File: src/rtl/uart_rx_sequencer.sv
// rtl/uart_rx_sequencer.sv - UART receive sequencer: start detect, shift strobes, holding buffer
//
// Ports:
//   clk            system clock, rising edge
//   rst            asynchronous active-high reset
//   serial_in      synchronized serial line (idle high), also feeds the shift register
//   parallel_in    shift register word, [0] = first received bit
//   data_read      host acknowledge, clears data_ready and overrun_error
//   shift_enable   one-cycle strobe clocking a data bit into the shift register
//   rx_data        holding buffer
//   data_ready     rx_data holds an unread word
//   framing_error  last frame ended with a low stop bit
//   overrun_error  an unread word was overwritten

module uart_rx_sequencer #(
    parameter int CLKS_PER_BIT = 10,
    parameter int NUM_BITS     = 8
) (
    input  logic                clk,
    input  logic                rst,
    input  logic                serial_in,
    input  logic [NUM_BITS-1:0] parallel_in,
    input  logic                data_read,
    output logic                shift_enable,
    output logic [NUM_BITS-1:0] rx_data,
    output logic                data_ready,
    output logic                framing_error,
    output logic                overrun_error
);

    localparam int TMR_W = $clog2(CLKS_PER_BIT);
    localparam int CNT_W = $clog2(NUM_BITS + 1);

    localparam logic [TMR_W-1:0] TMR_LAST = TMR_W'(CLKS_PER_BIT - 1);
    localparam logic [TMR_W-1:0] TMR_HALF = TMR_W'(CLKS_PER_BIT / 2 - 1);
    localparam logic [CNT_W-1:0] CNT_LAST = CNT_W'(NUM_BITS - 1);

    typedef enum logic [2:0] {
        S_IDLE,
        S_START,
        S_DATA,
        S_STOP,
        S_LOAD
    } state_t;

    state_t             state;
    logic [TMR_W-1:0]   bit_tmr;
    logic [CNT_W-1:0]   bit_cnt;
    logic               prev_serial;
    logic               stop_bit;
    logic               start_edge;

    assign start_edge = prev_serial && !serial_in;

    // Decoded from state and timer so the strobe lands in the same cycle the
    // timer reaches mid-bit; it can never appear outside DATA.
    assign shift_enable = (state == S_DATA) && (bit_tmr == TMR_LAST);

    always_ff @(posedge clk or posedge rst) begin
        if (rst) begin
            state         <= S_IDLE;
            bit_tmr       <= '0;
            bit_cnt       <= '0;
            prev_serial   <= 1'b1;
            stop_bit      <= 1'b1;
            rx_data       <= '0;
            data_ready    <= 1'b0;
            framing_error <= 1'b0;
            overrun_error <= 1'b0;
        end else begin
            prev_serial <= serial_in;

            // Host acknowledge; a load in the same cycle overrides below.
            if (data_read) begin
                data_ready    <= 1'b0;
                overrun_error <= 1'b0;
            end

            case (state)
                S_IDLE: begin
                    if (start_edge) begin
                        state   <= S_START;
                        bit_tmr <= '0;
                    end
                end

                S_START: begin
                    if (bit_tmr == TMR_HALF) begin
                        if (!serial_in) begin
                            framing_error <= 1'b0;
                            state         <= S_DATA;
                            bit_tmr       <= '0;
                            bit_cnt       <= '0;
                        end else begin
                            state <= S_IDLE;
                        end
                    end else begin
                        bit_tmr <= bit_tmr + 1'b1;
                    end
                end

                S_DATA: begin
                    if (bit_tmr == TMR_LAST) begin
                        bit_tmr <= '0;
                        bit_cnt <= bit_cnt + 1'b1;
                        if (bit_cnt == CNT_LAST) begin
                            state <= S_STOP;
                        end
                    end else begin
                        bit_tmr <= bit_tmr + 1'b1;
                    end
                end

                S_STOP: begin
                    if (bit_tmr == TMR_LAST) begin
                        stop_bit <= serial_in;
                        bit_tmr  <= '0;
                        state    <= S_LOAD;
                    end else begin
                        bit_tmr <= bit_tmr + 1'b1;
                    end
                end

                S_LOAD: begin
                    if (stop_bit) begin
                        rx_data       <= parallel_in;
                        data_ready    <= 1'b1;
                        overrun_error <= data_ready && !data_read;
                    end else begin
                        framing_error <= 1'b1;
                    end
                    state <= S_IDLE;
                end

                default: begin
                    state <= S_IDLE;
                end
            endcase
        end
    end

endmodule
File: config.mk
export PLATFORM = sky130hd
export DESIGN_NAME = uart_rx_sequencer
export DESIGN_NICKNAME = d
export VERILOG_FILES = /design/src/rtl/uart_rx_sequencer.sv
export SDC_FILE = /design/constraint.sdc
export NUM_CORES = 1
export LEC_CHECK = 0
export ABC_AREA = 0
export CORE_ASPECT_RATIO = 0.8
export CORE_UTILIZATION = 53
export CTS_CLUSTER_SIZE = 8
export DETAILED_ROUTE_END_ITERATION = 12
export HOLD_SLACK_MARGIN = 0.03
export PLACE_DENSITY = 0.93
export RECOVER_POWER = 50
export SLEW_MARGIN = 20
export SYNTH_ARGS = -nofsm -noshare
export SYNTH_HDL_FRONTEND = slang
export SYNTH_SLANG_ARGS = --single-unit
File: constraint.sdc
create_clock -name clk -period 3 [get_ports clk]
set_input_delay 0.3 -clock clk [delete_from_list [all_inputs] [get_ports clk]]
set_output_delay 0.3 -clock clk [all_outputs]
set_load 0.005 [all_outputs]
---- Word-level counts from Yosys, hierarchy flattened ----
Index checks and enable logic that the tools add are counted.
operators by class
  add/sub/neg operators ................... 2
  $mul .................................... 0
  divide/modulo/power cells ............... 0
  order comparisons ....................... 0
  equality and inequality tests ........... 15
  shift operators ......................... 0
  muxes and demuxes ....................... 25
  bitwise gates (word level) .............. 0
  reductions and logical operators ........ 16
operators by type and width
  kind                                                                     number
  4-bit 2-to-1 mux                                                         6
  3-bit 2-to-1 mux                                                         5
  3-bit case mux with 4 select lines                                       1
  4-bit case mux with 3 select lines                                       1
  2-bit inequality test, second input constant                             5
  1-bit 2-to-1 mux                                                         9
  4-bit by 1-bit adder with 4-bit output, second input constant            2
  4-bit by 3-bit == test with 1-bit output, second input constant          2
  4-bit case mux with 2 select lines                                       1
  4-bit AND reduction                                                      2
  3-bit by 2-bit == test with 1-bit output, second input constant          2
  5-bit AND reduction                                                      1
  4-bit == test, second input constant                                     1
  2-bit by 1-bit inequality test with 1-bit output, second input constant  2
  2-bit AND reduction                                                      2
  2-bit nonzero test                                                       2
  3-bit by 1-bit == test with 1-bit output, second input constant          1
  3-bit == test, second input constant                                     1
  1-bit logical AND                                                        3
  3-bit logical NOT                                                        1
  3-bit inequality test, second input constant                             1
  3-bit AND reduction                                                      1
  3-bit nonzero test                                                       1
  1-bit logical NOT                                                        2
  other kinds (3)                                                          3
storage, ports and cells
  flip-flop bits (word level) ............. 24
  latch bits .............................. 0
  bits in writable memories ............... 0
  memory bits (read-only) ................. 0
  input bits .............................. 12
  output and inout bits ................... 12
  logic and storage cells ................. 67
  memories kept ........................... 0

---- Depth between registers and ports, before layout ----
  depth after elaboration ................. 4
  gate-level depth with buffers ........... 6
  gate-level depth less buffers ........... 6

---- Worst setup path before layout ----
Ideal clock, no wire load.
  kind .................................... reg2reg
  start point ............................. register bit_tmr[0]
  end point ............................... register bit_tmr[3]
  library setup time ...................... 0.130 ns
  arrival ................................. 1.335 ns
  required time ........................... 2.870 ns
  slack ................................... 1.535 ns
  stages on the path, launching flop included .. 7
  buffers on the path ..................... 0
  period minus slack after synthesis ...... 1.465 ns
  path through ............................ dfrtp_1 > inv_1 > ha_1 > nand3b_4 > a32o_2 > a41oi_1 > a31oi_1
on the way
  word-level cells in the longest chain between the ends .. 3
  elaborated cells between the ends (all ways) .. 8
  classes of those cells .................. add/sub: 1; eq/ne: 3; mux: 3; reduce/logical: 1
RTL lines
  item                                                                              RTL line      source
  start: declaration                                                                47            logic [TMR_W-1:0] bit_tmr;
  start signal: assignment                                                          98            bit_tmr <= bit_tmr + 1'b1;
  start signal: assignment                                                          110           bit_tmr <= bit_tmr + 1'b1;
  start signal: assignment                                                          120           bit_tmr <= bit_tmr + 1'b1;
  4-bit by 1-bit adder with 4-bit output, or another cell as far along              98, 110, 120
  4-bit 2-to-1 mux, or another cell as far along                                    103, 115
  4-bit case mux with 3 select lines / 3-bit AND reduction (equally long branches)  -
Several ways; a longest one is shown, not always the timed one.
A chain may end at the register's enable or synchronous reset.

---- Worst setup path after layout ----
  start point ............................. register bit_tmr[1]
  end point ............................... output shift_enable
on the way
  word-level cells in the longest chain between the ends .. 2
RTL lines
  item               RTL line  source
  4-bit == test      57        assign shift_enable = (state == S_DATA) && (bit_tmr == TMR_LAST);
  1-bit logical AND  57
  end: declaration   24        output logic shift_enable,
No other way between the ends.

==> impl_metrics.sql <==
INSERT INTO impl_metrics (metric_group, metric, value, unit) VALUES
('finish', 'layout-area-overhead-vs-synth', '21.3', '%'),
('finish', 'seqCellArea', '603', 'um^2'),
('finish', 'finalCoreUtilization', '0.714', ''),
('clock_tree', 'cts_hold_buffers', '0', ''),
('yosys', 'post_synth_most_frequent_cells', 'dfrtp_1 (22), inv_1 (9), mux2_2 (8), nor2_1 (6), nand2_1 (5)', ''),
('finish', 'fin_nets', '141', ''),
('power', 'peakVddDrop', '477', 'uV'),
('setup_path', 'crit_arrival', '1.94', 'ns'),
('timing', 'finalCritPeriodShare', '0.745', ''),
('yosys', 'synth-async-reset-ratio', '1.00', ''),
('clock_tree', 'cts.root.buffer_cell', 'clkbuf_4', ''),
('yosys', 'yosysTopAreaCell', 'dfrtp_1', ''),
('yosys', 'synthXorXnorAreaFrac', '0.0150', ''),
('finish', 'multi_input_comb_area', '489', 'um^2'),
('clock_tree', 'ctsHtreeMaxLevel', '1', ''),
('yosys', 'post_synth_num_cell_types', '35', ''),
('yosys', 'total_nets_after_synthesis', '116', ''),
('place', 'dp_hpwl', '1.66', 'mm'),
('min_path', 'min_from', 'bit_cnt[0]', ''),
('timing', 'fin_tns_setup', '0', 'ns'),
('finish', 'fillCellCount', '150', ''),
('setup_path', 'worstSetupPathType', 'register to primary output', ''),
('route', 'post_drt_wl_per_cell', '15.0', 'um'),
('finish', 'insertedDiodeCount', '0', ''),
('place', 'routabilityCongestion', '0.866', ''),
('yosys', 'post_synth_instance_area', '1160', 'um^2'),
('power', 'p_leak', '0.665', 'nW'),
('clock_tree', 'cts.reportedPaths.clkPinSlew', '0.12', 'ns'),
('finish', 'share_of_final_layout_standard_cells_stronger_than_drive_strength_1', '0.154', ''),
('route', 'route.antenna.remaining_nets', '0', ''),
('clock_tree', 'ctsLongestPathBuffers', '2', ''),
('die', 'core-area', '1980', 'um^2'),
('timing', 'fin_worst_skew', '0.0164', 'ns'),
('grt', 'grt_max_degree', '25', ''),
('yosys', 'synth_top_cell_area_share', '0.473', ''),
('die', 'placement_rows', '14', ''),
('yosys', 'synth-edff-count', '0', ''),
('die', 'initial_core_util', '0.588', ''),
('die', 'dieArea', '2390', 'um^2'),
('die', 'boundaryPins', '24', ''),
('yosys', 'synth_flop_cell', 'dfrtp_1', ''),
('route', 'drt_wl_total', '2.20', 'mm'),
('die', 'die_height', '43.9', 'um'),
('power', 'power_density', '770', 'nW/um^2'),
('clock_tree', 'cts.sink_count', '24', ''),
('grt', 'grt_overflow', '0', ''),
('grt', 'grt_use_total', '0.224', ''),
('route', 'drt_first_pass_iters', '4', ''),
('setup_path', 'end_kind', 'primary output', ''),
('yosys', 'yosys-mux-area-fraction', '0.112', ''),
('yosys', 'synth.top_cells.by_area', 'dfrtp_1 (47%), mux2_2 (7.7%), dfstp_2 (4.5%)', ''),
('min_path', 'worstHoldPathType', 'register to register', ''),
('timing', 'hold_violations', '0', ''),
('yosys', 'share_of_the_synthesized_area_in_compound_gates_ao_oa_aoi_oai', '0.101', ''),
('yosys', 'post_synth_fa_ha_maj_area_fraction', '0.0430', ''),
('clock_tree', 'clk-insertion-delay-late', '0.32', 'ns'),
('place', 'place.port_buffers', '23', ''),
('timing', 'worst-slew-pin-transition', '0.872', 'ns'),
('route', 'drcViolationCount', '0', ''),
('place', 'place_worst_setup_slack', '1.16', 'ns'),
('yosys', 'simple_gate_fraction_of_synth_area', '0.156', ''),
('yosys', 'yosysWarnings', '0', ''),
('status', 'run_status', 'completed', ''),
('timing', 'maxClockFrequency', '447', 'MHz'),
('route', 'dr.first_iter.drc_count', '14', ''),
('route', 'via_count', '837', ''),
('timing', 'final-setup-viol-count', '0', ''),
('grt', 'antenna_found_initial', '0', ''),
('clock_tree', 'cts_tree', 'done', ''),
('route', 'via_per_inst', '5.69', ''),
('timing', 'post-route-min-period', '2.24', 'ns');
-- critical path, cell delays in order (launching register included) --
cell	delay [ns]
dfrtp_1	0.43
inv_1	0.11
ha_1	0.16
and3b_1	0.26
nand2_1	0.12
inv_1	0.07
clkdlybuf4s50_1	0.49
-- cells in the final DEF, fill, tap and decap left out, types with 2 or more instances in the layout --
| cell | instances |
|---|---|
| nand2b_1 | 2 |
| clkdlybuf4s50_1 | 21 |
| xor2_1 | 2 |
| nor4b_2 | 2 |
| nand3b_1 | 2 |
| nor2_1 | 6 |
| inv_1 | 9 |
| dfrtp_1 | 22 |
| nand2_1 | 5 |
| a21oi_1 | 3 |
| mux2i_1 | 4 |
| clkbuf_4 | 3 |
| and3_1 | 2 |
| dlygate4sd3_1 | 2 |
| a31oi_1 | 3 |
| ha_1 | 4 |
| nand3_1 | 3 |
| o21ai_0 | 3 |
| dfstp_2 | 2 |
| mux2_2 | 8 |
| a21o_1 | 2 |
-- where the power goes --
part           switching (mW)  total (mW)  internal [mW]
Sequential              0.109       0.539          0.430
Combinational           0.194       0.412          0.218
Clock                  0.0885       0.136         0.0471
-- metrics by stage --
step / hold WS (ns) / instance area [um^2] / std cells / total power [mW]
after floorplan: 0.304 / 1160 / 100 / 0.833
after global routing: 0.533 / 1410 / 147 / 1.17
after CTS: 0.507 / 1430 / 147 / 1.11
after detailed placement: 0.499 / 1410 / 144 / 0.973
after global placement: 0.488 / 1410 / 144 / 0.942
final: 0.507 / 1410 / 147 / 1.09
-- cells by family after synthesis --
| group | after synthesis |
|---|---|
| DFF | 24 |
| adders and majority gates | 4 |
| AOI/OAI and AO/OA | 17 |
| xor gates and xnor gates | 2 |
| and+or+nand+nor | 28 |
| buffers and inverters | 13 |
| muxes | 12 |
-- state kept, by name (all words and copies together) (netlist names) --
| signal | count |
|---|---|
| stop_bit | 1 |
| bit_tmr | 4 |
| rx_data | 8 |
| prev_serial | 1 |
| bit_cnt | 4 |
| overrun_error | 1 |
| state | 3 |
| data_ready | 1 |
| framing_error | 1 |
-- final timing paths --
kind	endpoint	slack, ns	cells past startpoint
worst max-delay path	shift_enable	0.76	6
worst min-delay path	bit_cnt[0]	0.51	1
worst max register to register	rx_data[1]	1.17	4
worst min register to register	bit_cnt[0]	0.51	1
max in group asynchronous	bit_tmr[0]	1.85	2
min in group asynchronous	rx_data[3]	0.59	2
-- per-layer routing --
layer / vias up / global-route usage / share of wire
met5: - / 0 / 0
met4: 0 / 0.144 / 0.030
met3: 6 / 0.0702 / 0.038
met2: 23 / 0.373 / 0.50
met1: 409 / 0.241 / 0.43
li1: 399 / - / -
-- cell type report --
class	instances	area share
clock buffers	3	0.0159
multi-input cells	63	0.346
inverters	9	0.0239
well taps	24	0.0213
repair buffers	24	0.166
flip-flops and latches	24	0.427
No activity file was read; power rests on OpenSTA's default activity.
